**src/rtl/tqvp_trng_health_reader.sv**
```systemverilog
// TRNG consumer: RCT/APT health tests, byte packer and FIFO behind the TinyQV peripheral bus.
// Define TRNG_VON_NEUMANN_EN to feed the packer through a Von Neumann debiaser.
module tqvp_trng_health_reader #(
    parameter int unsigned FIFO_DEPTH = 4,
    parameter int unsigned RCT_CUTOFF = 16,
    parameter int unsigned APT_WINDOW = 64,
    parameter int unsigned APT_CUTOFF = 48
) (
    input  logic       clk,
    input  logic       rst_n,
    input  logic       raw_bit,
    input  logic       raw_valid,
    input  logic [3:0] address,
    input  logic       data_write,
    input  logic [7:0] data_in,
    input  logic       data_read,
    output logic [7:0] data_out,
    output logic [7:0] uo_out
);

    localparam int unsigned PTR_W = $clog2(FIFO_DEPTH);
    localparam int unsigned LVL_W = PTR_W + 1;
    localparam int unsigned WIN_W = $clog2(APT_WINDOW);
    localparam logic [7:0]       RCT_CUT  = 8'(RCT_CUTOFF);
    localparam logic [8:0]       APT_CUT  = 9'(APT_CUTOFF);
    localparam logic [LVL_W-1:0] LVL_FULL = LVL_W'(FIFO_DEPTH);

    // Register bus decode
    logic ctrl_wr, clear, flush;
    logic unused_data_in;
    assign ctrl_wr        = data_write & (address == 4'd2);
    assign clear          = ctrl_wr & data_in[1];
    assign flush          = ctrl_wr & data_in[2];
    assign unused_data_in = ^data_in[7:3];

    // Health test state
    logic [7:0]       rct_run_q, rct_run_d;
    logic             rct_last_q, rct_last_d;
    logic [WIN_W-1:0] apt_pos_q, apt_pos_d;
    logic             apt_ref_q, apt_ref_d;
    logic [8:0]       apt_cnt_q, apt_cnt_d;
    logic             rct_fail_q, apt_fail_q, overflow_q, enable_q;
    logic             rct_trip, apt_trip, health_fail;

    assign health_fail = rct_fail_q | apt_fail_q;

    always_comb begin
        rct_run_d  = rct_run_q;
        rct_last_d = rct_last_q;
        apt_pos_d  = apt_pos_q;
        apt_ref_d  = apt_ref_q;
        apt_cnt_d  = apt_cnt_q;
        rct_trip   = 1'b0;
        apt_trip   = 1'b0;
        if (raw_valid) begin
            rct_last_d = raw_bit;
            // A zero run length means no bit seen since reset/CLEAR
            if (rct_run_q == 8'd0 || raw_bit != rct_last_q) begin
                rct_run_d = 8'd1;
            end else if (rct_run_q != 8'hFF) begin
                rct_run_d = rct_run_q + 8'd1;
            end
            rct_trip = (rct_run_d >= RCT_CUT);

            if (apt_pos_q == '0) begin
                apt_ref_d = raw_bit;
                apt_cnt_d = 9'd1;
            end else if (raw_bit == apt_ref_q) begin
                apt_cnt_d = apt_cnt_q + 9'd1;
            end
            apt_pos_d = apt_pos_q + WIN_W'(1);
            apt_trip  = (apt_cnt_d >= APT_CUT);
        end
    end

    // Packer input, optionally debiased
    logic pk_valid, pk_bit;
`ifdef TRNG_VON_NEUMANN_EN
    logic vn_phase_q, vn_first_q;
    assign pk_valid = enable_q & raw_valid & vn_phase_q & (vn_first_q != raw_bit);
    assign pk_bit   = vn_first_q;

    always_ff @(posedge clk) begin
        if (!rst_n) begin
            vn_phase_q <= 1'b0;
            vn_first_q <= 1'b0;
        end else if (flush || !enable_q) begin
            vn_phase_q <= 1'b0;
        end else if (raw_valid) begin
            vn_phase_q <= ~vn_phase_q;
            if (!vn_phase_q) vn_first_q <= raw_bit;
        end
    end
`else
    assign pk_valid = enable_q & raw_valid;
    assign pk_bit   = raw_bit;
`endif

    logic [2:0] pk_cnt_q, pk_cnt_d;
    logic [7:0] pk_byte_q, pk_byte_d;
    logic       push_req;

    always_comb begin
        pk_cnt_d  = pk_cnt_q;
        pk_byte_d = pk_byte_q;
        if (flush) begin
            pk_cnt_d = 3'd0;
        end else if (pk_valid) begin
            pk_cnt_d  = pk_cnt_q + 3'd1;
            pk_byte_d = {pk_bit, pk_byte_q[7:1]};
        end
    end

    // A byte completed by (or after) a failing bit is discarded
    assign push_req = pk_valid & (pk_cnt_q == 3'd7) & ~health_fail & ~rct_trip & ~apt_trip
                      & ~flush;

    // FIFO
    logic [7:0]       mem_q [FIFO_DEPTH];
    logic [PTR_W-1:0] wr_ptr_q, wr_ptr_d, rd_ptr_q, rd_ptr_d;
    logic [LVL_W-1:0] level_q, level_d;
    logic             fifo_empty, fifo_full, pop_req, do_push, overflow_evt;

    assign fifo_empty   = (level_q == '0);
    assign fifo_full    = (level_q == LVL_FULL);
    assign pop_req      = data_read & (address == 4'd0) & ~fifo_empty & ~flush;
    assign do_push      = push_req & (~fifo_full | pop_req);
    assign overflow_evt = push_req & fifo_full & ~pop_req;

    always_comb begin
        wr_ptr_d = wr_ptr_q;
        rd_ptr_d = rd_ptr_q;
        level_d  = level_q;
        if (flush) begin
            wr_ptr_d = '0;
            rd_ptr_d = '0;
            level_d  = '0;
        end else begin
            if (do_push) wr_ptr_d = wr_ptr_q + PTR_W'(1);
            if (pop_req) rd_ptr_d = rd_ptr_q + PTR_W'(1);
            if (do_push && !pop_req) level_d = level_q + LVL_W'(1);
            else if (!do_push && pop_req) level_d = level_q - LVL_W'(1);
        end
    end

    always_ff @(posedge clk) begin
        if (do_push) mem_q[wr_ptr_q] <= pk_byte_d;
    end

    always_ff @(posedge clk) begin
        if (!rst_n) begin
            rct_run_q  <= 8'd0;
            rct_last_q <= 1'b0;
            apt_pos_q  <= '0;
            apt_ref_q  <= 1'b0;
            apt_cnt_q  <= 9'd0;
            rct_fail_q <= 1'b0;
            apt_fail_q <= 1'b0;
            overflow_q <= 1'b0;
            enable_q   <= 1'b0;
            pk_cnt_q   <= 3'd0;
            pk_byte_q  <= 8'd0;
            wr_ptr_q   <= '0;
            rd_ptr_q   <= '0;
            level_q    <= '0;
        end else begin
            if (clear) begin
                rct_run_q  <= 8'd0;
                apt_pos_q  <= '0;
                apt_cnt_q  <= 9'd0;
                rct_fail_q <= 1'b0;
                apt_fail_q <= 1'b0;
                overflow_q <= 1'b0;
            end else begin
                rct_run_q  <= rct_run_d;
                rct_last_q <= rct_last_d;
                apt_pos_q  <= apt_pos_d;
                apt_ref_q  <= apt_ref_d;
                apt_cnt_q  <= apt_cnt_d;
                if (rct_trip) rct_fail_q <= 1'b1;
                if (apt_trip) apt_fail_q <= 1'b1;
                if (overflow_evt) overflow_q <= 1'b1;
            end
            if (ctrl_wr) enable_q <= data_in[0];
            pk_cnt_q  <= pk_cnt_d;
            pk_byte_q <= pk_byte_d;
            wr_ptr_q  <= wr_ptr_d;
            rd_ptr_q  <= rd_ptr_d;
            level_q   <= level_d;
        end
    end

    always_comb begin
        data_out = 8'h00;
        case (address)
            4'd0:    data_out = fifo_empty ? 8'h00 : mem_q[rd_ptr_q];
            4'd1:    data_out = {3'b000, overflow_q, apt_fail_q, rct_fail_q, fifo_full, fifo_empty};
            4'd2:    data_out = {7'b0, enable_q};
            4'd3:    data_out = {{(8 - LVL_W){1'b0}}, level_q};
            default: data_out = 8'h00;
        endcase
    end

    assign uo_out = {5'b00000, overflow_q, health_fail, ~fifo_empty};

endmodule
```
**config.mk**
```make
export PLATFORM = sky130hd
export DESIGN_NAME = tqvp_trng_health_reader
export DESIGN_NICKNAME = d
export VERILOG_FILES = /design/src/rtl/tqvp_trng_health_reader.sv
export SDC_FILE = /design/constraint.sdc
export NUM_CORES = 1
export LEC_CHECK = 0
export ABC_AREA = 0
export CORE_MARGIN = 4
export CORE_UTILIZATION = 35
export DETAILED_ROUTE_END_ITERATION = 7
export PLACE_DENSITY = 0.52
export SLEW_MARGIN = 40
export SYNTH_ARGS = -nofsm -noshare
export SYNTH_HDL_FRONTEND = slang
export SYNTH_SLANG_ARGS = --single-unit
```
**constraint.sdc**
```tcl
create_clock -name clk -period 5.85 [get_ports clk]
set_clock_uncertainty 0.15 [all_clocks]
set_input_delay 0.8775 -clock clk [delete_from_list [all_inputs] [get_ports clk]]
set_output_delay 0.8775 -clock clk [all_outputs]
set_load 0.05 [all_outputs]
```
# Word level (Yosys, flattened, before mapping)
# Memories as Yosys holds them, arrays and structs flattened. A register that Yosys moved wholly into a read port is not among the register bits.
# Cells that the tools add are included.
# word_totals
ramBits	32
in_bits	18
wordCells	91
output_inout_bits	16
memories	1
ff_bits	47
romBits	0
latchBits	0
# op_classes
n_shift	0
addsub	8
mux	18
eq_ne	8
multipliers	0
n_bitwise	26
div_mod_pow	0
n_lt_le_gt_ge	2
n_reduce_logical	14
# memory_table
memory	depth	width	read_ports	rd_clocked_by_memory_dff	wr	line	text
mem_q	4	8	1	1	1	119	logic [7:0] mem_q [FIFO_DEPTH];
# ops
operator	count
$mux W8	6
$pmux W8 S4	1
$mux W9	3
$and A1 B1 Y1	15
$add A9 B1 Y9 const B	1
$ge A9 B6 Y1 const B	1
$not A1 Y1	9
$add A8 B1 Y8 const B	1
$eq A4 B2 Y1 const B	2
$ge A8 B5 Y1 const B	1
$logic_not A8 Y1	1
$ne A8 B8 Y1 const B	1
$add A3 B1 Y3 const B	2
$add A6 B1 Y6 const B	1
$eq A3 B3 Y1 const B	2
$logic_not A6 Y1	1
$mux W3	2
$add A2 B1 Y2 const B	2
$eq A4 B1 Y1 const B	1
$logic_not A4 Y1	1
$mux W1	4
$mux W2	2
$reduce_or A2 Y1	2
$logic_not A3 Y1	1
other kinds (10)	13

# Longest topological paths before layout
# logic_depth
word_depth	15
ltp_mapped	14

# Worst setup path before layout
# OpenSTA, ideal clock, no wires.
# synth_path
path_type	input to output
start	input address[1]
end	output data_out[1]
cell_stages	4
arrival_time_ns	2.756
slack_ns	2.066
required_time_ns	4.823
n_path_buf	0
cell_sequence	or3_1 > nor3_2 > a22oi_1 > nor3_1
# synth_between
elab_chain_len	2
# synth_rtl
item	line	text
start: declaration	13	input logic [3:0] address,
$eq A4 B2 Y1, or another cell as far along	195	case (address)
$pmux W8 S4 (*)	195	
end: declaration	17	output logic [7:0] data_out,
# Mark *: on every way between the ends. The rest lies on a longest branch, timed or not.

# Worst setup path in the final report
# layout_path
start	input address[1]
end	output data_out[2]
# Same word-level chain as after synthesis.

==> out/metrics.yaml <==
detail_route.wirelength_mm: 8.03
drt_iter0_markers: 163
final_cell_count_no_fill: 531
core_mm2: 0.0109
fin_area_mm2: 0.00444
io_buffer_count: 23
overflow: 0
endpoint_kind: "output port"
switching_share_pct: 24.2
clockBufferDepth: 2
yosysWarnings: 0
dieHeight_um: 114
min-delay-start: "pk_cnt_q[2]"
setup_viol: 0
p_leak_uw: 0.00159
dr.pass1.iters: 4
postRouteAntennaNets: 0
p_comb_share_pct: 6.8
crit_type: "input pin to output port"
reg2reg_from: "enable_q"
synth.avg_cell_area_um2: 10.6
fmax_ghz: 0.220
power.total_uw: 1070
powerDensity_mw_per_mm2: 241
relSlewSlack_pct: 54.4
areaGrowthSynthToFinish_pct: 13.5
ys.flop_type: "dfxtp_1"
syn-instance-count: 368
p_int_uw: 811
outcome: "finished, final reports clean"
cts_tree: "yes"
worstSetupStartpoint: "address[1]"
cp_max_fo: 8
grt_usage_pct: 13.2
cts_root_buf: "clkbuf_8"
cts_sinks: 81
rsz0062_at_grt: "false"
yosysSeqAreaShare_pct: 49.6
h-tree-depth: 3
cp.required_ps: 4820
synth_top_area_share_pct: 25.1
ys_seq_elements: 81
synth_edf_count: 32
yosysUniqueCellTypes: 51
arrival_ps: 3520
post_cts_buffers: 0
ir_drop_uv: 167
drv_slew: 0
worst_slew_pin_slew_ps: 685
dr_total_vias: 2667
hold_ws_ps: 319
rows: 38
finalCriticalPeriod_ps: 4550
antenna_found_initial: 0
hp-class: "register to register"
synth.largest_area_cell: "dfxtp_1"
cts_resized: 0
grt_start_max_net_pins: 33
avgRoutedWirePerCell_um: 15.1
start_util_pct: 35.9
dpl.cell_count: 515
clkTransAtPathRegs_ps: 80
hold_violations: 0
die_x_um: 114
drive_above_1_share_pct: 13.3
pwr-share-seq_pct: 55.1
start_kind: "input pin"
fin_crit_sh_pct: 77.8
cap_violations: 0
pwr-share-clk_pct: 38.1
die_area_mm2: 0.0129
drc: 0
ctsHoldBuffers: 0
switching_power_uw: 260
vias_per_cell: 5.02
diodes: 0
synth_area_mm2: 0.00391
cts_inserted_buffers: 9
io_pins: 34
worstSkewPairLatency_ps: 360
placed_area_mm2: 0.00424
ys_async_sr_fraction_pct: 0
synth_area_leaders: "dfxtp_1 (25%), edfxtp_1 (25%), mux4_2 (4.6%)"
hpwlAfterDp_mm: 5.68
setup_tns_ps: 0
grt_pass1_vias: 2654
grt_pass1_wl_mm: 13.4
layout.nets: 417
place_congestion: 0.798
## sequential cells by signal, indices dropped and copies added (netlist names), 2 cells and up, named ones only
signal	cells
mem_q	32
apt_cnt_q	9
pk_byte_q	8
rct_run_q	8
apt_pos_q	6
level_q	3
pk_cnt_q	3
rd_ptr_q	2
wr_ptr_q	2
## Yosys cell counts, types with 2 or more instances
cell and instances:
dfxtp_1 49, nor2_1 45, edfxtp_1 32, nand2_1 24
o21ai_0 15, inv_1 14, nand3_1 14, a21oi_1 13
and2_1 13, ha_1 12, a22oi_1 11, clkbuf_1 10
mux2_2 10, xor2_1 9, mux4_2 8, and3_1 7
buf_4 7, a31oi_1 6, nor3_1 6, xnor2_1 6
a211oi_1 5, and3_2 5, mux2i_1 5, buf_2 4
nand4_1 4, nor2b_1 3, o31ai_1 3, a22o_1 2
a311oi_1 2, a41oi_1 2, or3_1 2
## power groups by stage
stage / combinational (uW) / sequential, uW / clock [uW]
global placement: 71.5 / 603 / 0
finish: 73.1 / 590 / 408
global route: 80.9 / 591 / 444
detailed placement: 72.5 / 603 / 0
floorplan: 52.5 / 602 / 0
CTS: 72.8 / 590 / 422
## cell type report
class | instances | area [um^2]
fillers | 1107 | 6450
flip-flops and latches | 81 | 1940
repair buffers | 25 | 245
well taps | 140 | 175
inverters | 14 | 52.6
clock inverters | 6 | 66.3
clock buffers | 10 | 128
multi-input cells | 255 | 1830
## cell families (layout without fill, tap and decap cells)
logic type / Yosys count / after routing / share of synthesized area, %
and+or+nand+nor: 132 / 132 / 16.8
DFF: 81 / 81 / 49.6
AOI/OAI and AO/OA: 66 / 66 / 12.3
buffers and inverters: 36 / 55 / 4.25
muxes: 24 / 24 / 9.15
xor gates and xnor gates: 15 / 15 / 3.36
adders and majority gates: 13 / 13 / 4.35
other: 1 / 5 / 0.0958
## layer usage
metal	up-vias	track usage (%)	wire, um
li1	1352	-	-
met1	1285	16.0	3610
met2	22	22.7	4110
met3	8	3.87	238
met4	0	3.77	78
met5	-	0	0
## critical path, cell delays in order
cell and delay, ps:
clkdlybuf4s50_1 510, or3_1 490, nor3_2 460, a22oi_1 190, nor3_1 160, clkdlybuf4s50_1 830
## worst paths after layout
| check | depth (start not counted) | slack (ps) | to |
|---|---|---|---|
| worst min register to register | 2 | 320 | pk_cnt_q[2] |
| worst max-delay path | 6 | 1300 | data_out[2] |
| worst max register to register | 12 | 2360 | level_q[2] |
| worst min-delay path | 2 | 320 | pk_cnt_q[2] |
## placed cells by master (no fill, tap or decap), types with 10 or more instances in the layout
cell             netlist  final
a22oi_1               11     11
o21ai_0               15     15
a21oi_1               13     13
and2_1                13     13
edfxtp_1              32     32
mux2_2                10     10
inv_1                 14     14
ha_1                  12     12
nand2_1               24     23
nand3_1               14     14
nor2_1                45     45
dfxtp_1               49     49
clkdlybuf4s50_1        0     23
## metrics by stage
step                util (%)  setup slack, ps
floorplan                  -             2070
global placement        38.9             1200
detailed placement      38.9             1170
CTS                     40.7             1220
global route            40.8             1100
finish                  40.8             1300
(Power assumes the default switching activity.)
